<file path="src/rtl/einstein_kbd_matrix.sv">
// Einstein keyboard front end: PS/2 Set-2 receiver, scancode decoder,
// 8x8 key matrix and PSG row/column sense with modifier lines.
module einstein_kbd_matrix #(
    parameter logic [15:0] TIMEOUT_CYC = 16'd40000,
    parameter int          SYNC_STAGES = 2
) (
    input  logic       clk_sys,
    input  logic       reset,
    input  logic       ps2_clk,
    input  logic       ps2_data,
    input  logic [7:0] kb_row,
    output logic [7:0] kb_col,
    output logic       kb_shift,
    output logic       kb_ctrl,
    output logic       kb_graph,
    output logic [7:0] kb_code,
    output logic       kb_code_valid,
    output logic       frame_err
);

    typedef enum logic [1:0] {
        S_IDLE,
        S_RECV,
        S_STOP,
        S_CHECK
    } state_t;

    logic [1:0]             rst_pipe_q;
    logic                   rst_int;
    logic [SYNC_STAGES-1:0] clk_sync_q;
    logic [SYNC_STAGES-1:0] dat_sync_q;
    logic                   clk_prev_q;
    logic                   ps2_clk_s;
    logic                   ps2_dat_s;
    logic                   fall;

    state_t      state_q;
    logic [3:0]  bitcnt_q;
    logic [8:0]  sr_q;
    logic        stop_q;
    logic [15:0] tmo_q;
    logic [7:0]  code_q;
    logic        valid_q;
    logic        err_q;
    logic        flush_q;

    logic        ext_q;
    logic        brk_q;
    logic [63:0] keys_q;
    logic [5:0]  mod_q;

    logic        key_hit;
    logic [5:0]  key_idx;
    logic        mod_hit;
    logic [2:0]  mod_idx;

    logic [7:0]  col_d;
    logic [7:0]  col_q;
    logic        shift_q;
    logic        ctrl_q;
    logic        graph_q;

    // Reset asserts immediately, releases two clocks after the input drops
    always_ff @(posedge clk_sys or posedge reset) begin
        if (reset) rst_pipe_q <= 2'b11;
        else       rst_pipe_q <= {rst_pipe_q[0], 1'b0};
    end

    assign rst_int = rst_pipe_q[1];

    // Bring the asynchronous PS/2 lines into the clk_sys domain
    always_ff @(posedge clk_sys or posedge rst_int) begin
        if (rst_int) begin
            clk_sync_q <= '1;
            dat_sync_q <= '1;
            clk_prev_q <= 1'b1;
        end else begin
            clk_sync_q <= {clk_sync_q[SYNC_STAGES-2:0], ps2_clk};
            dat_sync_q <= {dat_sync_q[SYNC_STAGES-2:0], ps2_data};
            clk_prev_q <= ps2_clk_s;
        end
    end

    assign ps2_clk_s = clk_sync_q[SYNC_STAGES-1];
    assign ps2_dat_s = dat_sync_q[SYNC_STAGES-1];
    assign fall      = clk_prev_q & ~ps2_clk_s;

    // Frame receiver: start, 8 data LSB first, odd parity, stop
    always_ff @(posedge clk_sys or posedge rst_int) begin
        if (rst_int) begin
            state_q  <= S_IDLE;
            bitcnt_q <= 4'd0;
            sr_q     <= 9'd0;
            stop_q   <= 1'b0;
            tmo_q    <= 16'd0;
            code_q   <= 8'h00;
            valid_q  <= 1'b0;
            err_q    <= 1'b0;
            flush_q  <= 1'b0;
        end else begin
            valid_q <= 1'b0;
            err_q   <= 1'b0;
            flush_q <= 1'b0;
            unique case (state_q)
                S_IDLE: begin
                    if (fall) begin
                        if (!ps2_dat_s) begin
                            state_q  <= S_RECV;
                            bitcnt_q <= 4'd0;
                            tmo_q    <= 16'd0;
                        end else begin
                            err_q <= 1'b1;
                        end
                    end
                end
                S_RECV: begin
                    if (fall) begin
                        sr_q     <= {ps2_dat_s, sr_q[8:1]};
                        tmo_q    <= 16'd0;
                        bitcnt_q <= bitcnt_q + 4'd1;
                        if (bitcnt_q == 4'd8) state_q <= S_STOP;
                    end else if (tmo_q == TIMEOUT_CYC) begin
                        state_q <= S_IDLE;
                        flush_q <= 1'b1;
                    end else begin
                        tmo_q <= tmo_q + 16'd1;
                    end
                end
                S_STOP: begin
                    if (fall) begin
                        stop_q  <= ps2_dat_s;
                        tmo_q   <= 16'd0;
                        state_q <= S_CHECK;
                    end else if (tmo_q == TIMEOUT_CYC) begin
                        state_q <= S_IDLE;
                        flush_q <= 1'b1;
                    end else begin
                        tmo_q <= tmo_q + 16'd1;
                    end
                end
                S_CHECK: begin
                    state_q <= S_IDLE;
                    if (stop_q && (^sr_q)) begin
                        code_q  <= sr_q[7:0];
                        valid_q <= 1'b1;
                    end else begin
                        err_q   <= 1'b1;
                        flush_q <= 1'b1;
                    end
                end
                default: state_q <= S_IDLE;
            endcase
        end
    end

    // Scancode to matrix position and modifier slot lookup
    always_comb begin
        key_hit = 1'b0;
        key_idx = 6'd0;
        mod_hit = 1'b0;
        mod_idx = 3'd0;
        unique case ({ext_q, code_q})
            9'h01C: begin key_hit = 1'b1; key_idx = 6'd25; end
            9'h029: begin key_hit = 1'b1; key_idx = 6'd0;  end
            9'h175: begin key_hit = 1'b1; key_idx = 6'd50; end
            9'h076: begin key_hit = 1'b1; key_idx = 6'd63; end
            9'h012: begin mod_hit = 1'b1; mod_idx = 3'd0;  end
            9'h059: begin mod_hit = 1'b1; mod_idx = 3'd1;  end
            9'h014: begin mod_hit = 1'b1; mod_idx = 3'd2;  end
            9'h114: begin mod_hit = 1'b1; mod_idx = 3'd3;  end
            9'h011: begin mod_hit = 1'b1; mod_idx = 3'd4;  end
            9'h111: begin mod_hit = 1'b1; mod_idx = 3'd5;  end
            default: ;
        endcase
    end

    // Prefix tracking and key-down state, applied the cycle after a strobe
    always_ff @(posedge clk_sys or posedge rst_int) begin
        if (rst_int) begin
            ext_q  <= 1'b0;
            brk_q  <= 1'b0;
            keys_q <= 64'd0;
            mod_q  <= 6'd0;
        end else if (flush_q) begin
            ext_q <= 1'b0;
            brk_q <= 1'b0;
        end else if (valid_q) begin
            if (code_q == 8'hE0) begin
                ext_q <= 1'b1;
            end else if (code_q == 8'hF0) begin
                brk_q <= 1'b1;
            end else if (code_q == 8'hAA || code_q == 8'hFF) begin
                ext_q  <= 1'b0;
                brk_q  <= 1'b0;
                keys_q <= 64'd0;
                mod_q  <= 6'd0;
            end else begin
                ext_q <= 1'b0;
                brk_q <= 1'b0;
                if (key_hit) keys_q[key_idx] <= ~brk_q;
                if (mod_hit) mod_q[mod_idx] <= ~brk_q;
            end
        end
    end

    // Column sense: OR of held keys over every selected row
    always_comb begin
        col_d = 8'hFF;
        for (int c = 0; c < 8; c++) begin
            for (int r = 0; r < 8; r++) begin
                if (!kb_row[r] && keys_q[r*8+c]) col_d[c] = 1'b0;
            end
        end
    end

    // Registered column and modifier outputs
    always_ff @(posedge clk_sys or posedge rst_int) begin
        if (rst_int) begin
            col_q   <= 8'hFF;
            shift_q <= 1'b1;
            ctrl_q  <= 1'b1;
            graph_q <= 1'b1;
        end else begin
            col_q   <= col_d;
            shift_q <= ~(mod_q[0] | mod_q[1]);
            ctrl_q  <= ~(mod_q[2] | mod_q[3]);
            graph_q <= ~(mod_q[4] | mod_q[5]);
        end
    end

    assign kb_col        = col_q;
    assign kb_shift      = shift_q;
    assign kb_ctrl       = ctrl_q;
    assign kb_graph      = graph_q;
    assign kb_code       = code_q;
    assign kb_code_valid = valid_q;
    assign frame_err     = err_q;

endmodule

</file>
<file path="config.mk">
export PLATFORM = sky130hd
export DESIGN_NAME = einstein_kbd_matrix
export DESIGN_NICKNAME = d
export VERILOG_FILES = /design/src/rtl/einstein_kbd_matrix.sv
export SDC_FILE = /design/constraint.sdc
export NUM_CORES = 1
export LEC_CHECK = 0
export ABC_AREA = 1
export CAP_MARGIN = 0
export CORE_ASPECT_RATIO = 0.7
export CORE_MARGIN = 3
export CORE_UTILIZATION = 35
export CTS_CLUSTER_SIZE = 8
export DETAILED_ROUTE_END_ITERATION = 10
export GPL_TIMING_DRIVEN = 0
export HOLD_SLACK_MARGIN = 0.08
export MAX_ROUTING_LAYER = met4
export SLEW_MARGIN = 20
export SYNTH_ARGS = -nofsm -noshare
export SYNTH_HDL_FRONTEND = slang
export SYNTH_SLANG_ARGS = --single-unit
</file>
<file path="constraint.sdc">
create_clock -name clk_sys -period 5.4 [get_ports clk_sys]
set_input_delay 0.54 -clock clk_sys [delete_from_list [all_inputs] [get_ports clk_sys]]
set_output_delay 0.54 -clock clk_sys [all_outputs]
set_load 0.005 [all_outputs]
</file>
==> results of run 1 <==
==> synth_stat cells, drive strengths merged <==
cell | n | area, um^2
a21boi | 1 | 7.51
a21o | 1 | 7.51
a21oi | 18 | 90.1
a22oi | 1 | 7.51
buf | 9 | 81.3
clkbuf | 3 | 11.3
conb | 1 | 3.75
dfrtp | 67 | 1680
dfstp | 18 | 473
ha | 8 | 100
inv | 91 | 344
nand2 | 154 | 603
nand3 | 41 | 230
nand3b | 1 | 20.0
nand4 | 19 | 119
nor2 | 56 | 233
nor3 | 10 | 66.3
o211ai | 1 | 7.51
o21a | 1 | 7.51
o21ai | 25 | 125
o221ai | 1 | 8.76
o22ai | 9 | 56.3
or2 | 1 | 6.26
xnor2 | 3 | 26.3
xor2 | 6 | 52.6
==> cell type report <==
type	instances	share of cell area [%]
Timing Repair Buffer	33	6.61
Inverter	91	6.58
Multi-Input combinational cell	358	33.8
Buffer	12	1.76
Sequential cell	85	40.8
Tap cell	157	3.73
Clock inverter	7	2.42
Clock buffer	9	4.28
==> registers in the layout, indices dropped and copies added (netlist names), 2 cells and up <==
signal,flops
state_q,2
clk_sync_q,2
keys_q,16
kb_code,8
rst_pipe_q,2
tmo_q,16
mod_q,6
bitcnt_q,4
kb_col,8
sr_q,9
dat_sync_q,2
==> power by group <==
part | total (mW) | switching (mW) | internal [mW]
sequential | 0.787 | 0.0769 | 0.710
combinational | 0.534 | 0.334 | 0.200
clock | 0.723 | 0.263 | 0.459
total | 2.04 | 0.675 | 1.37
==> worst reg2reg max path: cells and delay by family, from the launching register on <==
family,cells,cell delay [ps]
buffers and inverters,4,770
DFF,1,390
adders and majority gates,1,270
AOI/OAI and AO/OA,2,260
and+or+nand+nor,2,240
==> cells by family (layout without fill, tap and decap cells) <==
group / Yosys count / after routing / synth area share, %
flip-flops: 85 / 85 / 49.3
buffers and inverters: 103 / 152 / 10.0
AO/OA/AOI/OAI: 58 / 58 / 7.28
AND/OR/NAND/NOR: 282 / 282 / 29.3
XOR/XNOR: 9 / 9 / 1.81
adder cells (fa/ha/maj): 8 / 8 / 2.29
other: 1 / 1 / 0.0859
==> worst paths after layout <==
path | from | slack [ps] | end | cells past startpoint
setup / recovery | state_q[1] | 3420 | tmo_q[7] | 9
hold / removal | rst_pipe_q[1] | 240 | mod_q[1] | 1
setup reg to reg | state_q[1] | 3420 | tmo_q[7] | 9
hold reg to reg | rst_pipe_q[1] | 240 | mod_q[1] | 1
max in group asynchronous | rst_pipe_q[1] | 4520 | clk_prev_q | 2
min in group clk_sys | clk_sync_q[0] | 360 | clk_sync_q[1] | 0
==> routing by layer <==
layer  up-vias  routed length [um]
met5         -                   0
met4         0                  94
met3        10                 399
met2        74                3870
met1      1621                4430
li1       1810                   -
==> metrics by stage <==
stage	worst slack, ps	util, %
finish	3420	44.1
global route	3270	44.1
CTS	3420	44.1
detailed placement	3460	41.2
floorplan	2950	-
global placement	2030	40.9
==> out/summary.txt, run 1 <==
Vias -> 3515
Final critical-path share of the clock period -> 36.7%
Peak supply drop -> 190 uV
Met2 Usage GRT -> 21.6%
# IOs -> 33
Worst Skew -> 5.96 ps
#FFs+latches synth -> 85
Global route total overflow -> 0
Antenna violations before repair -> 0
Post_cts resized -> 0
WHS -> 239 ps
Clock Latency Late Sink -> 340 ps
Min-delay worst type -> register to asynchronous set/reset pin
Largest fanout on the critical path -> 10
Port Buf Inserts -> 32
CTS max path bufs -> 2
Hold Buf Count CTS -> 0
Endpoints failing setup -> 0
Global-route wire length before repair -> 16000 um
Buf+Inv Stages, Crit Path -> 4
DIE WIDTH -> 139 um
CP Class -> register to register
CTS Sinks -> 85
Gpl congestion -> 0.867
Fin. max-slew vios -> 0
Proportion of layout cells with a drive suffix above 1 -> 12.3%
Storage cell area -> 0.00215 mm^2
Status -> finished, final reports clean
Core area -> 0.0119 mm^2
Detailed Place HPWL -> 6560 um
CP Capture Type -> register
Total track usage -> 14.2%
Most frequent cells in the layout -> 148 x nand2_1, 84 x inv_1, 67 x dfrtp_1
Most used cell, CP -> inv_1
Final WL -> 8800 um
Vias in the first global route -> 3456
Fill cells -> 1169
RSZ-0062 raised after global routing -> false
Clk Tree Root Cell -> clkbuf_16
Synthesis Warnings -> 0
Area of the multi-input gates -> 0.00178 mm^2
Routed WL per cell -> 11.7 um
H-tree levels -> 3
LEAKAGE -> 2.50 nW
Finished layout cell area -> 0.00526 mm^2
Post-layout min period -> 1980 ps
CTS tree -> done
N_diodes -> 0
DP Area -> 0.00491 mm^2
Most common cell after layout, fill and taps aside -> nand2_1
Syn Std Cell Area -> 0.00436 mm^2
Post-route antenna net violation count -> 0
Met1 GRT Util -> 19.2%
Die Footprint -> 0.0139 mm^2
Power Total -> 2.04 mW
Sequential-to-total area share from yosys stat -> 49.3%
Pin count of the biggest net entering global routing -> 56
Pre-antenna DRT Iters -> 5
CP required -> 5670 ps
Worst-path cell chain -> inv_1 -> ha_1 -> buf_2 -> inv_1 -> nor2_1 -> clkbuf_1 -> a21oi_1 -> nand2_1 -> o21a_1
1st-iter DRT viols -> 255
Cells after Synth -> 546
Most Used Layer, Global Route -> met2
CTS buffer count -> 9
Chip height -> 99.4 um
Maximum clock rate -> 504 MHz
Clock slew at reported path FFs -> 60 ps
DR DRC count -> 0
Power Dens Cells -> 388 mW/mm^2
Critical Path AT -> 2260 ps
Finished Layout Cells -> 752
Syn Nets -> 566
Initial Util -> 36.6%
M3 GR Usage -> 3.65%
Syn Area/Cell -> 7.99 um^2
Worst setup SP type -> register
Layout Area Growth over Synthesis -> 20.6%
CP max stage cell -> clkbuf_1
Slowest stage delay, CP -> 420 ps
Final Hold Fails -> 0
Final setup TNS -> 0 ps
Layout net count -> 610
Row count -> 33
Post-CTS Setup Repair Bufs -> 0
Top Family by Delay on Critical Path -> buffers and inverters
Max-cap violation count -> 0
Placed Instances -> 736
Via/cell ratio -> 4.67
Distinct cells, synth -> 38
No activity file was read; power rests on OpenSTA's default activity.
==> inputs of run 2 (changes only) <==
==> constraint.sdc (replaced) <==
create_clock -name clk_sys -period 2 [get_ports clk_sys]
set_input_delay 0.2 -clock clk_sys [delete_from_list [all_inputs] [get_ports clk_sys]]
set_output_delay 0.2 -clock clk_sys [all_outputs]
set_load 0.005 [all_outputs]
==> run 2 against run 1 <==
Utilization increased by 0.20 points. Wire length increased by 3.0%. Global-route usage rose by 0.064 points. Clock power is 150% higher. Register-to-register slack lost 3300 ps. Cell count is 0.53% higher. Die area did not move. Non-clock buffer count increased by 4. Combinational power increased to 2.9 times the previous value. Sequential share of layout area down 0.18 points.
==> out/summary.txt, run 2 (synthesis gave the netlist of run 1 again) <==
Pin count of the biggest net entering global routing -> 37
# IOs -> 33
Final Hold Fails -> 0
Post-layout min period -> 1860 ps
Vias in the first global route -> 3410
CP Capture Type -> register
Final setup TNS -> 0 ps
Endpoints failing setup -> 0
Worst-path cell chain -> inv_1 -> ha_1 -> clkbuf_4 -> inv_1 -> nor2_2 -> nand3_2 -> nand2_4 -> inv_2 -> buf_6 -> nand3_1 -> o21ai_1
DIE WIDTH -> 139 um
N_diodes -> 0
DR DRC count -> 0
CTS max path bufs -> 2
Detailed Place HPWL -> 6850 um
Die Footprint -> 0.0139 mm^2
Largest fanout on the critical path -> 10
Pre-antenna DRT Iters -> 8
CTS buffer count -> 9
Hold Buf Count CTS -> 0
CTS tree -> done
Power Total -> 5.45 mW
Final Worst Setup Slack -> 144 ps
1st-iter DRT viols -> 260
Critical Path AT -> 2070 ps
Worst setup SP type -> register
Fin. max-slew vios -> 0
Placed Instances -> 737
Routed WL per cell -> 12.0 um
Chip height -> 99.4 um
Final WL -> 9060 um
Finished Layout Cells -> 756
Buf+Inv Stages, Crit Path -> 5
Min-delay worst type -> input pin to asynchronous set/reset pin
Slowest stage delay, CP -> 390 ps
Most used cell, CP -> inv_1
Final critical-path share of the clock period -> 92.8%
Clock Latency Late Sink -> 340 ps
CTS Sinks -> 85
Global-route wire length before repair -> 16000 um
Status -> finished, final reports clean
Peak supply drop -> 590 uV
Most frequent cells in the layout -> 148 x nand2_1, 84 x inv_1, 67 x dfrtp_1
Top Family by Delay on Critical Path -> buffers and inverters
Clk Tree Root Cell -> clkbuf_16
WHS -> 182 ps
Gpl congestion -> 0.838
CP required -> 2220 ps
Clock slew at reported path FFs -> 70 ps
CP Class -> register to register
Total track usage -> 14.3%
H-tree levels -> 3
Initial Util -> 36.6%
Antenna violations before repair -> 0
Row count -> 33
Layout Area Growth over Synthesis -> 21.2%
Most common cell after layout, fill and taps aside -> nand2_1
Dpl ws -> 21.2 ps
Worst Skew -> 9.08 ps
CP max stage cell -> dfrtp_1
Vias -> 3552
Maximum clock rate -> 539 MHz
Proportion of layout cells with a drive suffix above 1 -> 13.4%
Max-cap violation count -> 0
LEAKAGE -> 2.50 nW
Largest regs -> keys_q x16, tmo_q x16, sr_q x9
Power Dens Cells -> 1030 mW/mm^2
Port Buf Inserts -> 32
Post-route antenna net violation count -> 0
Core area -> 0.0119 mm^2
Global route total overflow -> 0
Via/cell ratio -> 4.70
Layout net count -> 614
[run 2: cell count changes in the layout (fill, tap and decap cells not counted), sizes merged]
cell      before  now
clkinv         1    3
clkinvlp       0    2
bufinv         3    2
clkbuf        12   13
inv           94   91
buf           10   13
[run 2: final cells by class]
type                            instances  area (um^2)
Tap cell                              157          196
Clock inverter                          7         98.8
Buffer                                 12         96.3
Multi-Input combinational cell        358         1790
Timing Repair Buffer                   37          383
Sequential cell                        85         2150
Inverter                               91          348
Fill cell                            1166         6650
Clock buffer                            9          225
[run 2: path summary, 6_finish.rpt]
path	start	to	slack [ps]	cells past startpoint
setup reg to reg	state_q[1]	tmo_q[0]	140	11
max in group asynchronous	rst_pipe_q[1]	clk_sync_q[1]	1160	2
hold reg to reg	rst_pipe_q[1]	mod_q[0]	260	1
hold / removal	reset	rst_pipe_q[0]	180	2
setup / recovery	state_q[1]	tmo_q[0]	140	11
min in group clk_sys	ps2_clk	clk_sync_q[0]	270	1
[run 2: report_power, final]
group / internal (mW) / switching, mW
sequential: 1.92 / 0.211
clock: 1.10 / 0.693
combinational: 0.596 / 0.934
total: 3.61 / 1.84
[run 2: repair_timing]
action                                  CTS  global route
endpoints found under the setup margin    0            16
resized for setup                         0             7
buffers inserted                          0             3
[run 2: layer usage]
layer / vias to the layer above / part of all wire (%) / track usage [%]
li1: 1822 / - / -
met1: 1661 / 51 / 19.4
met2: 62 / 44 / 21.7
met3: 7 / 4.3 / 3.56
met4: 0 / 0.74 / 3.61
met5: - / 0 / -
[run 2: per-stage QoR]
stage	util, %	area (um^2)
3_3_place_gp	40.9	4880
4_1_cts	44.0	5250
6_report	44.3	5290
2_1_floorplan	-	4370
3_5_place_dp	41.3	4920
5_1_grt	44.3	5290
